`config.mk`:
```
export PLATFORM = sky130hd
export DESIGN_NAME = sequential_multiplier
export DESIGN_NICKNAME = d
export VERILOG_FILES = /design/src/rtl/sequential_multiplier.sv
export SDC_FILE = /design/constraint.sdc
export NUM_CORES = 1
export LEC_CHECK = 0
export CAP_MARGIN = 0
export CORE_ASPECT_RATIO = 1.4
export CORE_MARGIN = 2
export CORE_UTILIZATION = 25
export DETAILED_ROUTE_END_ITERATION = 6
export HOLD_SLACK_MARGIN = 0.08
export SYNTH_ARGS = -nofsm -noshare
export SYNTH_HDL_FRONTEND = slang
export SYNTH_SLANG_ARGS = --single-unit
```
`constraint.sdc`:
```
create_clock -name clock -period 3.2 [get_ports clock]
set_clock_uncertainty 0.1 [all_clocks]
set_input_delay 0.32 -clock clock [delete_from_list [all_inputs] [get_ports clock]]
set_output_delay 0.32 -clock clock [all_outputs]
set_load 0.05 [all_outputs]
```
`src/rtl/sequential_multiplier.sv`:
```
// Iterative shift-and-add multiplier with valid/ready handshake on both sides
// and a metadata word that travels unchanged alongside each operation.
// One product every ceil(width/bits_per_step) cycles plus one DONE cycle.
// Signed mode multiplies magnitudes and applies the sign at the end.
module sequential_multiplier #(
    parameter int                width            = 32,
    parameter int                bits_per_step    = 1,
    parameter bit                is_signed        = 1'b0,
    parameter type               metadata_type    = logic,
    parameter metadata_type      default_metadata = '0
) (
    input  logic                 clock,
    input  logic                 reset,
    input  logic                 ivalid,
    output logic                 iready,
    input  metadata_type         imeta,
    input  logic [width-1:0]     lhs,
    input  logic [width-1:0]     rhs,
    output logic                 ovalid,
    input  logic                 oready,
    output metadata_type         ometa,
    output logic [2*width-1:0]   res
);

    // Number of iterations; the multiplier register is padded up to a whole
    // number of digits so the final digit sees zeros in its upper bits.
    localparam int STEPS = (width + bits_per_step - 1) / bits_per_step;
    localparam int PADW  = STEPS * bits_per_step;
    localparam int PW    = 2 * width;
    localparam int CW    = (STEPS > 1) ? $clog2(STEPS) : 1;
    localparam logic [CW-1:0] LAST_COUNT = CW'(STEPS - 1);

    typedef enum logic [1:0] {
        ST_IDLE = 2'd0,
        ST_BUSY = 2'd1,
        ST_DONE = 2'd2
    } state_t;

    // Magnitude of an operand. The most negative value maps onto the
    // unsigned value 2^(width-1), which is exactly its magnitude.
    function automatic logic [width-1:0] magnitude(input logic [width-1:0] value);
        logic [width-1:0] mag;
        if (is_signed && value[width-1]) begin
            mag = ~value + width'(1'b1);
        end else begin
            mag = value;
        end
        return mag;
    endfunction

    // Multiplicand times one multiplier digit, built from shifted adds so no
    // hard multiplier is inferred. Bits shifted past the product width can
    // never contribute to a product that fits, so truncation is harmless.
    function automatic logic [PW-1:0] partial_product(input logic [PW-1:0]            mcand,
                                                      input logic [bits_per_step-1:0] digit);
        logic [PW-1:0] sum;
        sum = '0;
        for (int i = 0; i < bits_per_step; i++) begin
            if (digit[i]) begin
                sum = sum + (mcand << i);
            end else begin
                sum = sum;
            end
        end
        return sum;
    endfunction

    state_t             state_q;
    logic [CW-1:0]      count_q;
    logic [PW-1:0]      mcand_q;
    logic [PADW-1:0]    mplier_q;
    logic [PW-1:0]      acc_q;
    logic               sign_q;
    metadata_type       meta_q;
    logic               ovalid_q;
    metadata_type       ometa_q;
    logic [PW-1:0]      res_q;

    logic               iready_s;
    logic               accept_s;
    logic [width-1:0]   lhs_mag_s;
    logic [width-1:0]   rhs_mag_s;
    logic               sign_s;
    logic [PW-1:0]      acc_d;
    logic [PW-1:0]      product_d;
    logic [PW-1:0]      mcand_d;
    logic [PADW-1:0]    mplier_d;

    // Handshake: ready when idle, or when the held product leaves this cycle.
    always_comb begin
        iready_s = 1'b0;
        if (reset) begin
            iready_s = 1'b0;
        end else if (state_q == ST_IDLE) begin
            iready_s = 1'b1;
        end else if (state_q == ST_DONE) begin
            iready_s = oready;
        end else begin
            iready_s = 1'b0;
        end
        accept_s = ivalid && iready_s;
    end

    // Operand conditioning at accept: magnitudes and latched result sign.
    always_comb begin
        lhs_mag_s = magnitude(lhs);
        rhs_mag_s = magnitude(rhs);
        sign_s    = 1'b0;
        if (is_signed) begin
            sign_s = lhs[width-1] ^ rhs[width-1];
        end else begin
            sign_s = 1'b0;
        end
    end

    // One iteration of the datapath and the signed final result.
    always_comb begin
        acc_d     = acc_q + partial_product(mcand_q, mplier_q[bits_per_step-1:0]);
        mcand_d   = mcand_q << bits_per_step;
        mplier_d  = mplier_q >> bits_per_step;
        product_d = acc_d;
        if (sign_q) begin
            product_d = ~acc_d + PW'(1'b1);
        end else begin
            product_d = acc_d;
        end
    end

    // Control FSM, datapath registers and registered outputs.
    always_ff @(posedge clock) begin
        if (reset) begin
            state_q  <= ST_IDLE;
            count_q  <= '0;
            mcand_q  <= '0;
            mplier_q <= '0;
            acc_q    <= '0;
            sign_q   <= 1'b0;
            meta_q   <= default_metadata;
            ovalid_q <= 1'b0;
            ometa_q  <= default_metadata;
            res_q    <= '0;
        end else begin
            case (state_q)
                ST_IDLE: begin
                    state_q <= ST_IDLE;
                end
                ST_BUSY: begin
                    acc_q    <= acc_d;
                    mcand_q  <= mcand_d;
                    mplier_q <= mplier_d;
                    if (count_q == '0) begin
                        state_q  <= ST_DONE;
                        res_q    <= product_d;
                        ometa_q  <= meta_q;
                        ovalid_q <= 1'b1;
                    end else begin
                        count_q <= count_q - CW'(1'b1);
                    end
                end
                ST_DONE: begin
                    if (oready) begin
                        state_q  <= ST_IDLE;
                        ovalid_q <= 1'b0;
                    end else begin
                        state_q  <= ST_DONE;
                    end
                end
                default: begin
                    state_q  <= ST_IDLE;
                    ovalid_q <= 1'b0;
                end
            endcase

            // A new operation overrides the transition chosen above; this
            // only happens from IDLE or from DONE while the product leaves.
            if (accept_s) begin
                state_q  <= ST_BUSY;
                count_q  <= LAST_COUNT;
                acc_q    <= '0;
                mcand_q  <= PW'(lhs_mag_s);
                mplier_q <= PADW'(rhs_mag_s);
                sign_q   <= sign_s;
                meta_q   <= imeta;
                ovalid_q <= 1'b0;
            end
        end
    end

    assign iready = iready_s;
    assign ovalid = ovalid_q;
    assign ometa  = ometa_q;
    assign res    = res_q;

endmodule
```
# Yosys cells after proc, flatten, opt, wreduce, memory -nomap -nowiden

Index checks and enable logic that the tools add are counted.

Bits in registers: 234
Input port bits: 69

Add/subtract/negate cells: 2
Equal/unequal tests: 6
Mux-type cells: 18
Bitwise gates (word level): 1
Reduce and logical (&&, ||, !) cells: 8

Operators by type and width:

| cell                | count |
|---|---|
| $mux 32             | 4 |
| $add 64x64->64      | 1 |
| $mux 64             | 1 |
| $mux 5              | 3 |
| $mux 1              | 6 |
| $ne 2x2->1 const B  | 3 |
| $logic_not 5->1     | 1 |
| $sub 5x1->5 const B | 1 |
| $mux 2              | 2 |
| $pmux 2 s2          | 1 |
| $reduce_and 2->1    | 2 |
| $ne 3x3->1 const B  | 1 |
| $pmux 1 s3          | 1 |
| $reduce_and 3->1    | 1 |
| $eq 2x1->1 const B  | 1 |
| $eq 2x2->1 const B  | 1 |
| $logic_not 2->1     | 1 |
| $reduce_bool 2->1   | 1 |
| $reduce_or 2->1     | 1 |
| $logic_and 1x1->1   | 1 |
| $not 1->1           | 1 |

# Logic depth before layout (Yosys ltp)

Depth in word-level cells: 7
Mapped depth: 15
Mapped depth without buffers: 13

# Worst setup path before layout

Ideal clock, no wire load.

Kind: register to register
From: register mplier_q[0]
To: register res_q[40], in the netlist res[40]
Library setup time: 0.123 ns
Data arrival time: 3.126 ns
Data required time: 2.977 ns
Slack: -0.150 ns
Stages on the path, launching flop included: 16
Path buffers: 2
Period minus slack after synthesis: 3.350 ns
Cells stage by stage: dfxtp_1 > clkbuf_1 > clkbuf_1 > and2_1 > ha_1 > fa_1 > a211oi_1 > o21ai_1 > a22oi_1 > a2111oi_4 > o21a_1 > nor2_1 > o21ai_1 > a31oi_1 > xor2_1 > o21ai_0

Longest elaborated chain between the ends: 2

Ends and longest elaborated chain:

| what                   | line | source |
|---|---|---|
| from (decl)            | 71   | `logic [PADW-1:0] mplier_q;` |
| from (signal assigned) | 150  | `mplier_q <= mplier_d;` |
| from (signal assigned) | 181  | `mplier_q <= PADW'(rhs_mag_s);` |
| $mux 64                | 59   | `if (digit[i]) begin` |
| $add 64x64->64         | 118  | `acc_d = acc_q + partial_product(mcand_q, mplier_q[bits_per_step-1:0]);` |
| to (signal assigned)   | 153  | `res_q <= product_d;` |
| to (decl)              | 77   | `logic [PW-1:0] res_q;` |

No other way between the ends.
A chain may end at the register's enable or synchronous reset.

# Worst setup path after layout

From: register mplier_q[0]
To: register res_q[60], in the netlist res[60]

Same word-level chain as after synthesis.

==> results.json <==
{
  "status": "finished, violations left",
  "violations": "setup timing",
  "start_util_pct": 25.4,
  "finalCriticalPeriod_ns": 3.30,
  "place_hpwl_um": 32300,
  "grt_pass1_vias": 12700,
  "drtAntennaViolNets": 0,
  "fmax_mhz": 303,
  "combPwrFrac_pct": 9.1,
  "grt_start_max_net_pins": 134,
  "drt_pass1_iterations": 5,
  "r2r_end": "res[60]$_SDFFE_PP0P_",
  "cts_sinks": 234,
  "yosysSeqAreaShare_pct": 35.3,
  "switching_share_pct": 24.7,
  "yosysTopAreaCellShare_pct": 35.3,
  "hold_class": "input pin to flop",
  "rsz0062_at_grt": "yes",
  "post-synth-top-area-cell": "dfxtp_1",
  "synth_fp_nets": 1740,
  "async_flop_share_pct": 0,
  "synth_edf_count": 0,
  "cp_max_fo": 28,
  "crit_path_start_kind": "flop",
  "dr.first_iter.drc_count": 678,
  "gp_congestion": 0.872,
  "cts.path.max_buffers": 3,
  "fin_util_pct": 35.9,
  "slew_headroom_pct": 46.1,
  "core_um2": 52300,
  "die_area_um2": 55000,
  "htree_num_levels": 1,
  "fin_ws_ns": -0.102,
  "p_leak_uw": 0.00709,
  "synth_cells": 1601,
  "rows": 99,
  "maxCapViolations": 0,
  "slew_viol_final": 0,
  "die_h_um": 277,
  "synth-main-ff-cell": "dfxtp_1",
  "drive_gt1_share_pct": 22.0,
  "detail_route.wl_per_cell_um": 16.5,
  "nNetsFinal": 2034,
  "worstPathArrival_ns": 3.68,
  "tightest_slew_ns": 0.809,
  "grt_pass1_wl_um": 68700,
  "tritoncts": "done",
  "remaining_drc_errors": 0,
  "hp-start": "reset",
  "layout_commonest_cell": "dfxtp_1",
  "worstPathRequired_ns": 3.57,
  "fp.dieW_um": 199,
  "hold_end": "acc_q[63]$_SDFFE_PP0P_",
  "critPathCaptureType": "flop",
  "area_growth_pct": 41.4,
  "power_uw": 7090,
  "pwr-share-clk_pct": 47.8,
  "path_class": "flop to flop",
  "rrSetupSlack_ns": -0.10,
  "cts_buffers": 27,
  "ys_top_cells_by_area": "dfxtp_1 (35%), mux2i_1 (10%), ha_1 (6.5%), nor2_1 (5.6%), a21oi_1 (4.8%)",
  "dpl_worst_slack_ns": -0.415,
  "synth_cell_types": 74,
  "power.internal_uw": 5340,
  "hold_violations": 0,
  "irDropWorstVdd_mv": 0.412,
  "via_per_inst": 4.77,
  "power.density_nw_per_um2": 378,
  "clock_latency_ns": 0.56,
  "wl_um": 43300,
  "reg2reg_depth": 12,
  "reg2reg_from": "mplier_q[0]$_SDFFE_PP0P_",
  "syn_area_um2": 13300,
  "final_cell_mix": "dfxtp_1 (233), buf_4 (230), nor2_1 (194)",
  "cts.clk_slew.worst_paths_ns": 0.06,
  "cts_root_buffer": "clkbuf_16",
  "timing.final.crit_share_pct": 103,
  "final-setup-viol-count": 11,
  "grt_usage_pct": 15.4,
  "synth_warnings": 0,
  "antenna_found_initial": 0,
  "pin_count": 136,
  "insertedDiodeCount": 0,
  "overflow": 0,
  "power_switching_uw": 1750,
  "avgSynthCellArea_um2": 8.29,
  "ys_ff_latch": 234,
  "seqPwrFrac_pct": 43.0,
  "vias": 12500,
  "portBuffers": 135,
  "hold_depth": 3
}
==> how the worst max path moves through the flow <==
stage,slack (ns),from,to
2_1_floorplan,0.01,mplier_q[0]$_SDFFE_PP0P_,acc_q[59]$_SDFFE_PP0P_
3_3_place_gp,-0.41,mplier_q[0]$_SDFFE_PP0P_,res[63]$_SDFFE_PP0P_
3_5_place_dp,-0.42,mplier_q[0]$_SDFFE_PP0P_,res[63]$_SDFFE_PP0P_
4_1_cts,-0.11,mplier_q[0]$_SDFFE_PP0P_,res[60]$_SDFFE_PP0P_
5_1_grt,-0.26,mplier_q[0]$_SDFFE_PP0P_,res[63]$_SDFFE_PP0P_
6_report,-0.10,mplier_q[0]$_SDFFE_PP0P_,res[60]$_SDFFE_PP0P_
==> critical path, cell delays in order (launching register included) <==
cell      delay, ns
dfxtp_4        0.39
buf_12         0.17
and2_1         0.20
ha_4           0.31
buf_4          0.12
nand4_1        0.13
or3_4          0.43
nor2_1         0.14
o211ai_1       0.17
a21oi_2        0.26
o21ai_2        0.14
or4_1          0.48
a31oi_1        0.14
==> logic make-up after synthesis <==
logic type | after synthesis | share of synthesized area, %
AO/OA/AOI/OAI | 397 | 19.5
XOR/XNOR | 57 | 3.76
adder cells (fa/ha/maj) | 70 | 6.65
buffers and inverters | 124 | 3.57
flip-flops | 234 | 35.3
multiplexers | 138 | 10.4
AND/OR/NAND/NOR | 581 | 20.8
==> stage by stage <==
step	hold slack (ns)	cell area, um2	std cells	setup TNS (ns)
floorplan	0.319	13300	1601	0
global placement	0.346	16900	2567	-8.45
detailed placement	0.347	16900	2567	-10.44
CTS	0.185	18300	2618	-0.732
global route	0.220	18800	2622	-5.65
finish	0.217	18800	2622	-0.586
==> final cells by class <==
type | count | area (um2)
flip-flops and latches | 234 | 4690
clock inverters | 15 | 225
well taps | 707 | 885
repair buffers | 372 | 3220
fillers | 5458 | 33500
inverters | 17 | 63.8
multi-input cells | 1243 | 8950
clock buffers | 34 | 742
==> timing repair <==
item / in CTS / in global routing
endpoints found under the setup margin: 67 / 74
resized for setup: 75 / 76
buffers inserted: 2 / 3
pin swaps: 17 / 25
hold buffers: 0 / 0
gates cloned: 0 / 1
==> cell usage after synthesis, drive strengths merged, types with 4 or more instances <==
| cell type | count |
|---|---|
| o21ai | 70 |
| nand2b | 7 |
| a22o | 8 |
| nor2 | 199 |
| o211ai | 10 |
| ha | 69 |
| a21oi | 128 |
| o21bai | 12 |
| or3 | 8 |
| mux2i | 137 |
| clkbuf | 97 |
| xnor2 | 35 |
| o21a | 11 |
| nand4 | 25 |
| nand3b | 18 |
| dfxtp | 234 |
| a22oi | 4 |
| nand3 | 26 |
| inv | 17 |
| nand2 | 157 |
| a21boi | 7 |
| and2 | 71 |
| a21o | 28 |
| nor2b | 13 |
| a31oi | 16 |
| nor3 | 24 |
| xor2 | 22 |
| nor4 | 5 |
| buf | 10 |
| or4 | 5 |
| a211oi | 75 |
| and3 | 12 |
==> state kept, by name, summed over array words and instances (netlist names) <==
| name | cells |
|---|---|
| mcand_q | 64 |
| ovalid | 1 |
| count_q | 5 |
| ometa | 1 |
| state_q | 2 |
| res | 64 |
| acc_q | 64 |
| mplier_q | 32 |
| meta_q | 1 |
==> routing by layer <==
metal	vias up	wire length [um]	global-route usage (%)
li1	6289	-	-
met1	5950	19300	19.1
met2	206	21700	27.9
met3	55	1370	1.90
met4	0	938	4.04
met5	-	0	0
==> power by group through the flow <==
| stage | logic (uW) | registers (uW) | clock network (uW) |
|---|---|---|---|
| 2_1_floorplan | 349 | 3110 | 0 |
| 3_3_place_gp | 614 | 3110 | 0 |
| 3_5_place_dp | 624 | 3110 | 0 |
| 4_1_cts | 641 | 3050 | 3500 |
| 5_1_grt | 706 | 3060 | 3610 |
| 6_report | 648 | 3050 | 3390 |
(Power assumes the default switching activity.)
